[src/rtl/seven_seg_pkg.sv]
// Shared types and constants for the seven-segment scanner.
// Segment codes are active-low {a,b,c,d,e,f,g}.
package seven_seg_pkg;

  typedef logic [6:0] seg_t;

  localparam int   NUM_DIGITS = 8;
  localparam seg_t SEG_BLANK  = 7'h7F;

  localparam seg_t SEG_LUT [16] = '{
    7'h01, 7'h4F, 7'h12, 7'h06,
    7'h4C, 7'h24, 7'h20, 7'h0F,
    7'h00, 7'h04, 7'h08, 7'h60,
    7'h31, 7'h42, 7'h30, 7'h38
  };

endpackage

[src/rtl/hex_to_seg.sv]
// Combinational hex nibble to active-low segment decoder.
// Pure table lookup, no state.
module hex_to_seg
  import seven_seg_pkg::*;
(
  input  logic [3:0] nibble,
  output seg_t       seg
);

  assign seg = SEG_LUT[nibble];

endmodule

[src/rtl/seven_seg_scanner.sv]
// Eight-digit multiplexed seven-segment driver with a
// frame-aligned double buffer and per-slot blanking.
module seven_seg_scanner
  import seven_seg_pkg::*;
#(
  parameter int REFRESH_DIV  = 100000,
  parameter int BLANK_CYCLES = 4
) (
  input  logic        clk,
  input  logic        rst_n,
  input  logic        load_i,
  input  logic [31:0] data_i,
  input  logic [7:0]  dp_i,
  input  logic [7:0]  en_i,
  output logic        busy_o,
  output logic        frame_done_o,
  output logic [7:0]  an_o,
  output seg_t        seg_o,
  output logic        dp_o
);

  localparam int PW = $clog2(REFRESH_DIV);
  localparam logic [PW-1:0] LAST  = PW'(REFRESH_DIV - 1);
  localparam logic [PW-1:0] BLANK = PW'(BLANK_CYCLES);

  logic [PW-1:0] pre;
  logic [2:0]    idx;

  logic [31:0] act_data;
  logic [7:0]  act_dp;
  logic [7:0]  act_en;
  logic [31:0] pend_data;
  logic [7:0]  pend_dp;
  logic [7:0]  pend_en;
  logic        pend_valid;

  logic        tick;
  logic        wrap;
  logic        blank;
  logic [3:0]  nib;
  seg_t        nib_seg;

  assign tick  = (pre == LAST);
  assign wrap  = tick && (idx == 3'd7);
  assign nib   = act_data[{idx, 2'b00} +: 4];
  assign blank = (pre < BLANK) || !act_en[idx];

  assign busy_o = pend_valid;

  hex_to_seg u_dec (
    .nibble (nib),
    .seg    (nib_seg)
  );

  always_ff @(posedge clk) begin
    if (!rst_n) begin
      pre          <= '0;
      idx          <= '0;
      act_data     <= '0;
      act_dp       <= '0;
      act_en       <= '0;
      pend_data    <= '0;
      pend_dp      <= '0;
      pend_en      <= '0;
      pend_valid   <= 1'b0;
      frame_done_o <= 1'b0;
      an_o         <= 8'hFF;
      seg_o        <= SEG_BLANK;
      dp_o         <= 1'b1;
    end else begin
      pre          <= tick ? '0 : pre + 1'b1;
      frame_done_o <= wrap;
      if (tick)
        idx <= idx + 3'd1;

      // A load landing on the wrap bypasses the pending stage.
      if (wrap) begin
        if (load_i) begin
          act_data <= data_i;
          act_dp   <= dp_i;
          act_en   <= en_i;
        end else if (pend_valid) begin
          act_data <= pend_data;
          act_dp   <= pend_dp;
          act_en   <= pend_en;
        end
        pend_valid <= 1'b0;
      end else if (load_i) begin
        pend_data  <= data_i;
        pend_dp    <= dp_i;
        pend_en    <= en_i;
        pend_valid <= 1'b1;
      end

      an_o  <= blank ? 8'hFF : ~(8'h01 << idx);
      seg_o <= blank ? SEG_BLANK : nib_seg;
      dp_o  <= blank ? 1'b1 : ~act_dp[idx];
    end
  end

endmodule

[config.mk]
export PLATFORM = sky130hd
export DESIGN_NAME = seven_seg_scanner
export DESIGN_NICKNAME = d
export VERILOG_FILES = /design/src/rtl/seven_seg_pkg.sv /design/src/rtl/hex_to_seg.sv /design/src/rtl/seven_seg_scanner.sv
export SDC_FILE = /design/constraint.sdc
export NUM_CORES = 1
export LEC_CHECK = 0
export CELL_PAD_IN_SITES_DETAIL_PLACEMENT = 1
export CELL_PAD_IN_SITES_GLOBAL_PLACEMENT = 2
export CORE_UTILIZATION = 32
export DETAILED_ROUTE_END_ITERATION = 6
export PLACE_DENSITY = 0.8
export RECOVER_POWER = 100
export SLEW_MARGIN = 20
export SYNTH_ARGS = -nofsm -noshare
export SYNTH_HDL_FRONTEND = slang
export SYNTH_SLANG_ARGS = --single-unit
[constraint.sdc]
create_clock -name clk -period 2.19 [get_ports clk]
set_clock_uncertainty 0.1 [all_clocks]
set_input_delay 0.219 -clock clk [delete_from_list [all_inputs] [get_ports clk]]
set_output_delay 0.219 -clock clk [all_outputs]
set_load 0.1 [all_outputs]
# After elaboration in Yosys (flattened, before gate mapping)
# Memories as Yosys holds them, arrays and structs flattened. A register that Yosys moved wholly into a read port is not among the register bits.
# Index checks and enable logic that the tools add are counted.
# classes
n_addsub	2
n_bitwise	5
shifts	2
magnitude_cmp	2
multipliers	0
n_eq_ne	2
div	0
n_mux	10
n_reduce_logical	9
# ops
operator	count
$mux 32	2
$mux 8	4
$shiftx 32x6->4	1
$add 17x1->17 const B	1
$eq 17x17->1 const B	1
$lt 17x3->1 const B	1
$not 8->8	1
$shl 1x3->8 const A	1
$bmux 1 s3	2
$reduce_or 2->1	3
$not 4->5	1
$lt 3x4->1 const B	1
$reduce_and 2->1	2
$add 3x1->3 const B	1
$eq 3x3->1 const B	1
$not 1->1	3
$mux 1	2
$reduce_bool 2->1	1
$logic_and 1x1->1	1
$logic_not 1->1	1
$logic_or 1x1->1	1
# word_totals
elab_cells	45
output_inout_bits	18
regBits	127
n_memories	1
ram_bits	0
latch_bits	0
rom_bits	112
inputBits	51
# memory_table
name	depth	word_bits	rd	rd_clocked_by_memory_dff	write_ports	line	text
(no name shown)	16	7	1	1	0	hex_to_seg.sv:10	assign seg = SEG_LUT[nibble];

# Longest topological paths before layout
# depth
depth_word	5
mapped_depth	11

# Hierarchy
# Synthesis repeated with hierarchy kept, for this count alone.
# unflattened
cells_unflattened	684
area_unflattened_um2	6434.9
# modules_own_cells
module	n_inst	area_per_inst_um2	seq_area_each_um2	cells_each
seven_seg_scanner	1	6172.2	2682.6	653
hex_to_seg	1	262.8	0.0	31

# Least setup slack after synthesis
# Ideal clock, no wire load.
# synth_timing
kind	reg2reg
startpoint	register idx[0]
endpoint	register seg_o[2]
period_less_slack_ps	2313
setup_ps	129
slack_ps	-123
stages_incl_launch_ff	8
arrival_time_ps	2084
path_cell_list	dfxtp_1 buf_6 mux4_2 mux2_2 ha_1 mux2_2 nand2_1 o211ai_1
# synth_via
elab_chain_len	5
# synth_rtl
item	line	text
start: declaration	seven_seg_scanner.sv:27	logic [2:0] idx;
start signal: assignment	seven_seg_scanner.sv:74	idx <= idx + 3'd1;
$bmux 1 s3	seven_seg_scanner.sv:46	assign blank = (pre < BLANK) || !act_en[idx];
$mux 1 (implied by the code)	seven_seg_scanner.sv:46	
$logic_not 1->1	seven_seg_scanner.sv:46	
$logic_or 1x1->1	seven_seg_scanner.sv:46	
$reduce_or 2->1 (no source line)	--	
end: declaration	seven_seg_scanner.sv:18	output seg_t seg_o,
# Parallel ways exist; a longest one is shown, timed or not. The select of a mux whose other input is x is not followed.
# A chain may end at the register's enable or synchronous reset.

# Final worst setup path
# layout_timing
startpoint	register idx[1]
endpoint	register seg_o[3]
# Same word-level chain as after synthesis.

==> flow_metrics.tcl <==
set metrics [dict create \
    pin_count 69 \
    portBuffers 68 \
    layout.nets 776 \
    crit_slowest_cell "dfxtp_4" \
    worst-path-buf-inv 5 \
    critPathCaptureType "flop" \
    die_area_um2 19600 \
    clk_pin_slew_ns 0.06 \
    cts_buffers 17 \
    routed.top_layer "met4" \
    num_antenna_cells 0 \
    finalSetupViolCount 1 \
    synthCells 632 \
    hold_class "in2reg" \
    instances_no_fill 959 \
    fmax_mhz 446 \
    grt.overflow.total 0 \
    path_class "reg2reg" \
    async_flop_share 0 \
    grt_pass1_wl_um 25700 \
    holdWs_ns 0.202 \
    setup_ws_ns -0.0503 \
    hpwl_um 10700 \
    wl_met1_um 7650 \
    path_cells "buf_6 > buf_12 > buf_4 > mux4_2 > nand2_1 > nand2_2 > inv_2 > ha_1 > inv_1 > mux2i_1 > mux2i_1 > nand2b_1" \
    syn_avg_cell_area_um2 9.63 \
    die_h_um 140 \
    crit_top_cell "mux2i_1" \
    ys_ff_latch 134 \
    synth_ff_type "dfxtp_1" \
    synth_cell_types 43 \
    syn_to_final_growth_pct 29.8 \
    num-fill-cells 2064 \
    avgViaCountPerCell 5.03 \
    num_vias 4821 \
    outcome "finished, violations left" \
    antenna_left 0 \
    grt_pass1_vias 5048 \
    max_cap_violations 0 \
    violations "negative setup slack" \
    rsz0062_at_grt "yes" \
    cp_slowest_stage_delay_ns 0.36 \
    htree_levels 4 \
    dr_wl_met2_um 8360 \
    timing.slew.headroom 0.669 \
    clockBufferDepth 2 \
    finalWirelength_um 16700 \
    vdd_ir_drop_max_mv 0.453 \
    die_w_um 140 \
    cts_root_buf "clkbuf_16" \
    tns_ns -0.0503 \
    drt_iter0_markers 271 \
    worstMarginPinSlew_ns 0.493 \
    synth_area_um2 6080 \
    cts_tree "done" \
    wl_met3_um 540 \
    power_density_nw_per_um2 742 \
    period_share 1.02 \
    cts.sinks 134 \
    wl_per_cell_um 17.4 \
    rows 50 \
    min-delay-start "load_i" \
    finish.utilization 0.424 \
    power.total_mw 5.86 \
    leakagePower_nw 3.67 \
    cp_max_fo 6 \
    first_pass_iters 5 \
    grt_max_degree 105 \
    insertion_delay_ns 0.42 \
    core_area_um2 18600 \
    gp_congestion 0.797 \
    grt_use_total 0.167 \
    period_needed_ns 2.24 \
    critPathRequiredTime_ns 2.39 \
    placed_cells 912 \
    ys_seq_area_frac 0.441 \
    initial_utilization 0.326 \
    hold_violations 0 \
    ys_warn_count 0 \
    path_delay_family "buffers and inverters" \
    layout-drive-gt1-share 0.172 \
    drc_errors 0 \
    crit_path_start "idx[1]" \
    cp.arrival_ns 2.44 \
    antenna_found_initial 0 \
    timing.rr.start "idx[1]" \
    startpoint_type "flop" \
    synth_edf_count 0 \
    syn-num-nets 696 \
    drv_slew 0 \
]
## cells by family (layout without fill, tap and decap cells)
family | Yosys count | count (layout) | synth area share
mux | 70 | 70 | 0.142
buf+inv | 57 | 150 | 0.0452
compound gates | 113 | 113 | 0.158
flops | 134 | 134 | 0.441
simple gates | 230 | 230 | 0.166
xor+xnor | 15 | 15 | 0.0216
fa+ha+maj | 13 | 13 | 0.0267
## power by group
part / internal, mW / switching, mW / total, mW
sequential: 2.49 / 0.0324 / 2.52
combinational: 0.200 / 0.199 / 0.399
clock: 1.85 / 1.09 / 2.94
total: 4.54 / 1.32 / 5.86
## cell usage in the layout (no fill, tap or decap), types with 8 or more instances in the layout
cell	instances
a21boi_0	22
a21boi_1	26
buf_4	41
clkbuf_16	19
clkdlybuf4s50_1	48
dfxtp_1	132
ha_1	11
inv_1	8
mux2i_1	54
mux4_2	12
nand2_1	165
nand3_1	9
nor2_1	23
o211a_1	49
xnor2_1	10
## per-layer routing
layer	global-route usage	up-vias
met5	0	-
met4	0.0468	0
met3	0.0362	12
met2	0.290	75
met1	0.207	2397
li1	-	2337
## state kept, by name (all words and copies together) (netlist names), 3 cells and up
name,cells
act_dp,8
idx,3
pend_data,32
act_data,32
pend_en,8
act_en,8
seg_o,7
pre,17
an_o,8
pend_dp,8
## synth_stat cells, types with 2 or more instances
cell type | number | area (µm²)
inv_1 | 10 | 37.5
nor4_1 | 2 | 12.5
buf_4 | 9 | 67.6
and3_1 | 2 | 12.5
or2_2 | 2 | 12.5
o21ai_0 | 3 | 15.0
buf_2 | 15 | 75.1
nand3_1 | 9 | 45.0
nand2_1 | 167 | 627
o211a_1 | 49 | 490
o221ai_1 | 3 | 26.3
nor4_4 | 2 | 42.5
a21boi_1 | 20 | 150
mux4_2 | 12 | 270
clkbuf_1 | 20 | 75.1
ha_1 | 13 | 163
nand4_1 | 2 | 12.5
nor3_1 | 6 | 30.0
xor2_1 | 5 | 43.8
nor2_1 | 23 | 86.3
nand2b_1 | 3 | 18.8
o211ai_1 | 2 | 15.0
a21oi_1 | 4 | 20.0
mux2_2 | 2 | 22.5
a21boi_0 | 28 | 210
dfxtp_1 | 134 | 2680
xnor2_1 | 10 | 87.6
and2_1 | 5 | 31.3
mux2i_1 | 55 | 551
or3_1 | 2 | 12.5
## path summary, 6_finish.rpt
kind	endpoint	slack, ns	depth (start not counted)
min reg2reg	pend_data[20]	0.35	2
max reg2reg	seg_o[3]	-0.05	12
max	seg_o[3]	-0.05	12
min	busy_o	0.20	3
## cell type report
| class | count | area (µm²) | share of cell area |
|---|---|---|---|
| sequential | 134 | 2690 | 0.341 |
| inverter | 11 | 41.3 | 0.00523 |
| multi-input combinational | 441 | 3190 | 0.404 |
| tap | 234 | 293 | 0.0371 |
| timing repair buffer | 107 | 1070 | 0.136 |
| clock buffer | 20 | 457 | 0.0578 |
| clock inverter | 12 | 150 | 0.0190 |
## through the flow
| step | setup WS, ns | instance area [µm²] |
|---|---|---|
| after global placement | 0.0474 | 7030 |
| after global routing | -0.123 | 7900 |
| after floorplan | 0.00232 | 6090 |
| final | -0.0503 | 7900 |
| after CTS | 0.000355 | 7690 |
| after detailed placement | -0.0926 | 7030 |
## tightest hold or removal path, stage by stage
cell	delay, ns
buf_2	0.19
o21ai_0	0.20
a21oi_1	0.05
## timing repair
action / in CTS / in global routing
setup buffers: 2 / 10
gates cloned: 1 / 3
resized for setup: 5 / 23
pin swaps: 1 / 3
hold buffers: 0 / 0
endpoints found under the setup margin: 16 / 98
Power figures use the tool's default switching activity.
==> RTL change (same flow settings) <==
Put one more register stage on the output `seg_o`, without a reset. The value now appears one clock later. The other outputs are not delayed to match.
--- a/src/rtl/seven_seg_scanner.sv
+++ b/src/rtl/seven_seg_scanner.sv
@@ -23,4 +23,6 @@
   localparam logic [PW-1:0] LAST  = PW'(REFRESH_DIV - 1);
   localparam logic [PW-1:0] BLANK = PW'(BLANK_CYCLES);
+
+  seg_t seg_s0;
 
   logic [PW-1:0] pre;
@@ -66,5 +68,5 @@
       frame_done_o <= 1'b0;
       an_o         <= 8'hFF;
-      seg_o        <= SEG_BLANK;
+      seg_s0       <= SEG_BLANK;
       dp_o         <= 1'b1;
     end else begin
@@ -94,9 +96,13 @@
 
       an_o  <= blank ? 8'hFF : ~(8'h01 << idx);
-      seg_o <= blank ? SEG_BLANK : nib_seg;
+      seg_s0 <= blank ? SEG_BLANK : nib_seg;
       dp_o  <= blank ? 1'b1 : ~act_dp[idx];
     end
   end
 
+  always_ff @(posedge clk) begin
+    seg_o <= seg_s0;
+  end
+
 endmodule
 
Behaviour: not the same (a bounded check fails within 4 cycles, from zero or initial values and one cycle with rst_n low).
==> RTL change against the original RTL <==
The flow still finishes with violations (negative setup slack). Design area grew 4.8%. Count of clock-buffer cells in the layout increased by 4. Area after synthesis up 2.7%. Hold slack better by 0.024 ns. Sequential cell count increased by 7. Combinational power grew 5.8%. Worst setup slack worse by 0.0065 ns. Die area up 2.7%. Routed wire length rose by 1.9%. Power is 3.2% higher. Largest power group unchanged. Highest routed layer unchanged.
==> RTL change: results (changes against the original RTL) <==
status: "finished with violations"
violations: "negative setup slack"
seq_area_frac_synth_pct: 45.17  # +1.1 points
syn-num-nets: 702  # +0.86%
via_per_inst: 4.903  # -2.5%
synth_area_leaders: "dfxtp_1, nand2_1, mux2i_1"
regToRegEndpoint: "seg_s0[3]"
drtIter0Drc: 301  # +11%
hpwl_um: 10570  # -1.1%
setup_violations: 2  # +1
holdCritStartpoint: "seg_s0[4]"
fin_ws_ns: -0.05679  # -0.006501 ns
drive_gt1_share_pct: 18.63  # +1.4 points
routed-wl-met3_um: 556  # +3.0%
drt-met1-wl_um: 7717  # +0.94%
slowest_delay_ns: 0.49  # +0.13 ns
max-slew-margin-rel_pct: 63.58  # -3.3 points
dpl_worst_slack_ns: -0.02048  # +0.07214 ns
hold_depth: 0  # -3
synth.distinct_cells: 45  # +4.7%
whs_endpoint: "seg_o[4]"
arrival_ns: 2.46  # +0.02 ns
worstReg2RegStart: "idx[0]"
nNetsFinal: 797  # +2.7%
rr_worst_depth: 7  # -5
grt_util_all_layers_pct: 16.80  # +0.14 points
hp-class: "register to register"
grt_pass1_wl_um: 26050  # +1.3%
num-fill-cells: 2084  # +0.97%
routed_wl_um: 17010  # +1.9%
routed-wl-met2_um: 8543  # +2.2%
clk_latency_ns: 0.43
==> RTL change: cell count changes after synthesis, sizes merged <==
cell / change
clkbuf: -1
dfxtp: +7
==> RTL change: logic make-up (layout without fill, tap and decap cells) <==
group,count (synthesis),in the layout,share of synthesized area [%]
xor gates and xnor gates,15,15,2.102
AOI/OAI and AO/OA,113,113,15.36
muxes,70,71,14.34
and+or+nand+nor,230,230,16.12
DFF,141,141,45.17
buffers and inverters,56,163,4.305
adders and majority gates,13,13,2.603
==> RTL change: how the worst max path moves through the flow <==
| stage | cells past startpoint | slack [ns] | from | to |
|---|---|---|---|---|
| 2_1_floorplan | 7 | 0.008 | idx[0] | seg_s0[2] |
| 3_3_place_gp | 6 | 0.05 | idx[0] | seg_s0[2] |
| 3_5_place_dp | 6 | -0.02 | idx[0] | seg_s0[2] |
| 4_1_cts | 7 | 0.005 | idx[0] | seg_s0[2] |
| 5_1_grt | 9 | -0.15 | idx[0] | seg_s0[3] |
| 6_report | 7 | -0.06 | idx[0] | seg_s0[3] |
==> RTL change: metrics by stage <==
step                      power (uW)  hold slack, ns  std cells  utilization [%]  setup TNS, ns
after floorplan                 2903          0.2096        638                -              0
after global placement          3076          0.2126        948            38.74              0
after detailed placement        3089          0.2135        948            38.74       -0.02931
after global routing            6273          0.2282       1006            43.82         -1.205
final                           6048          0.2262       1006            43.82       -0.07019
after CTS                       6094          0.2282        991            42.54              0
==> RTL change: layer usage <==
| metal | track usage, % | vias up |
|---|---|---|
| met5 | 0 | - |
| met4 | 6.452 | 0 |
| met3 | 3.847 | 19 |
| met2 | 29.04 | 79 |
| met1 | 20.21 | 2435 |
| li1 | - | 2399 |
==> RTL change: power by group <==
group          internal (uW)  leakage [uW]  switching, uW
combinational            211       0.00244            210
clock                   1870      0.000290           1110
sequential              2620       0.00115           30.8
==> RTL change: what timing repair did <==
item | 4_1_cts | 5_1_grt
pin swaps | 0 | 12
endpoints found under the hold margin | 0 | 0
buffers inserted | 11 | 9
setup endpoints to repair | 11 | 84
resized for setup | 6 | 48
gates cloned | 0 | 6
==> RTL change: cell type report <==
class / instances / share of cell area (%)
timing repair buffer: 120 / 14.81
clock inverter: 8 / 1.254
multi-input combinational: 442 / 39.17
sequential: 141 / 34.14
clock buffer: 24 / 6.196
tap: 260 / 3.929
inverter: 11 / 0.4987
==> RTL change: worst max-delay path: cells and delay by family, from the launching register on <==
| kind | cells | cell delay (ns) |
|---|---|---|
| DFF | 1 | 0.39 |
| adders and majority gates | 1 | 0.27 |
| buffers and inverters | 1 | 0.12 |
| muxes | 4 | 1.11 |
| and+or+nand+nor | 1 | 0.14 |
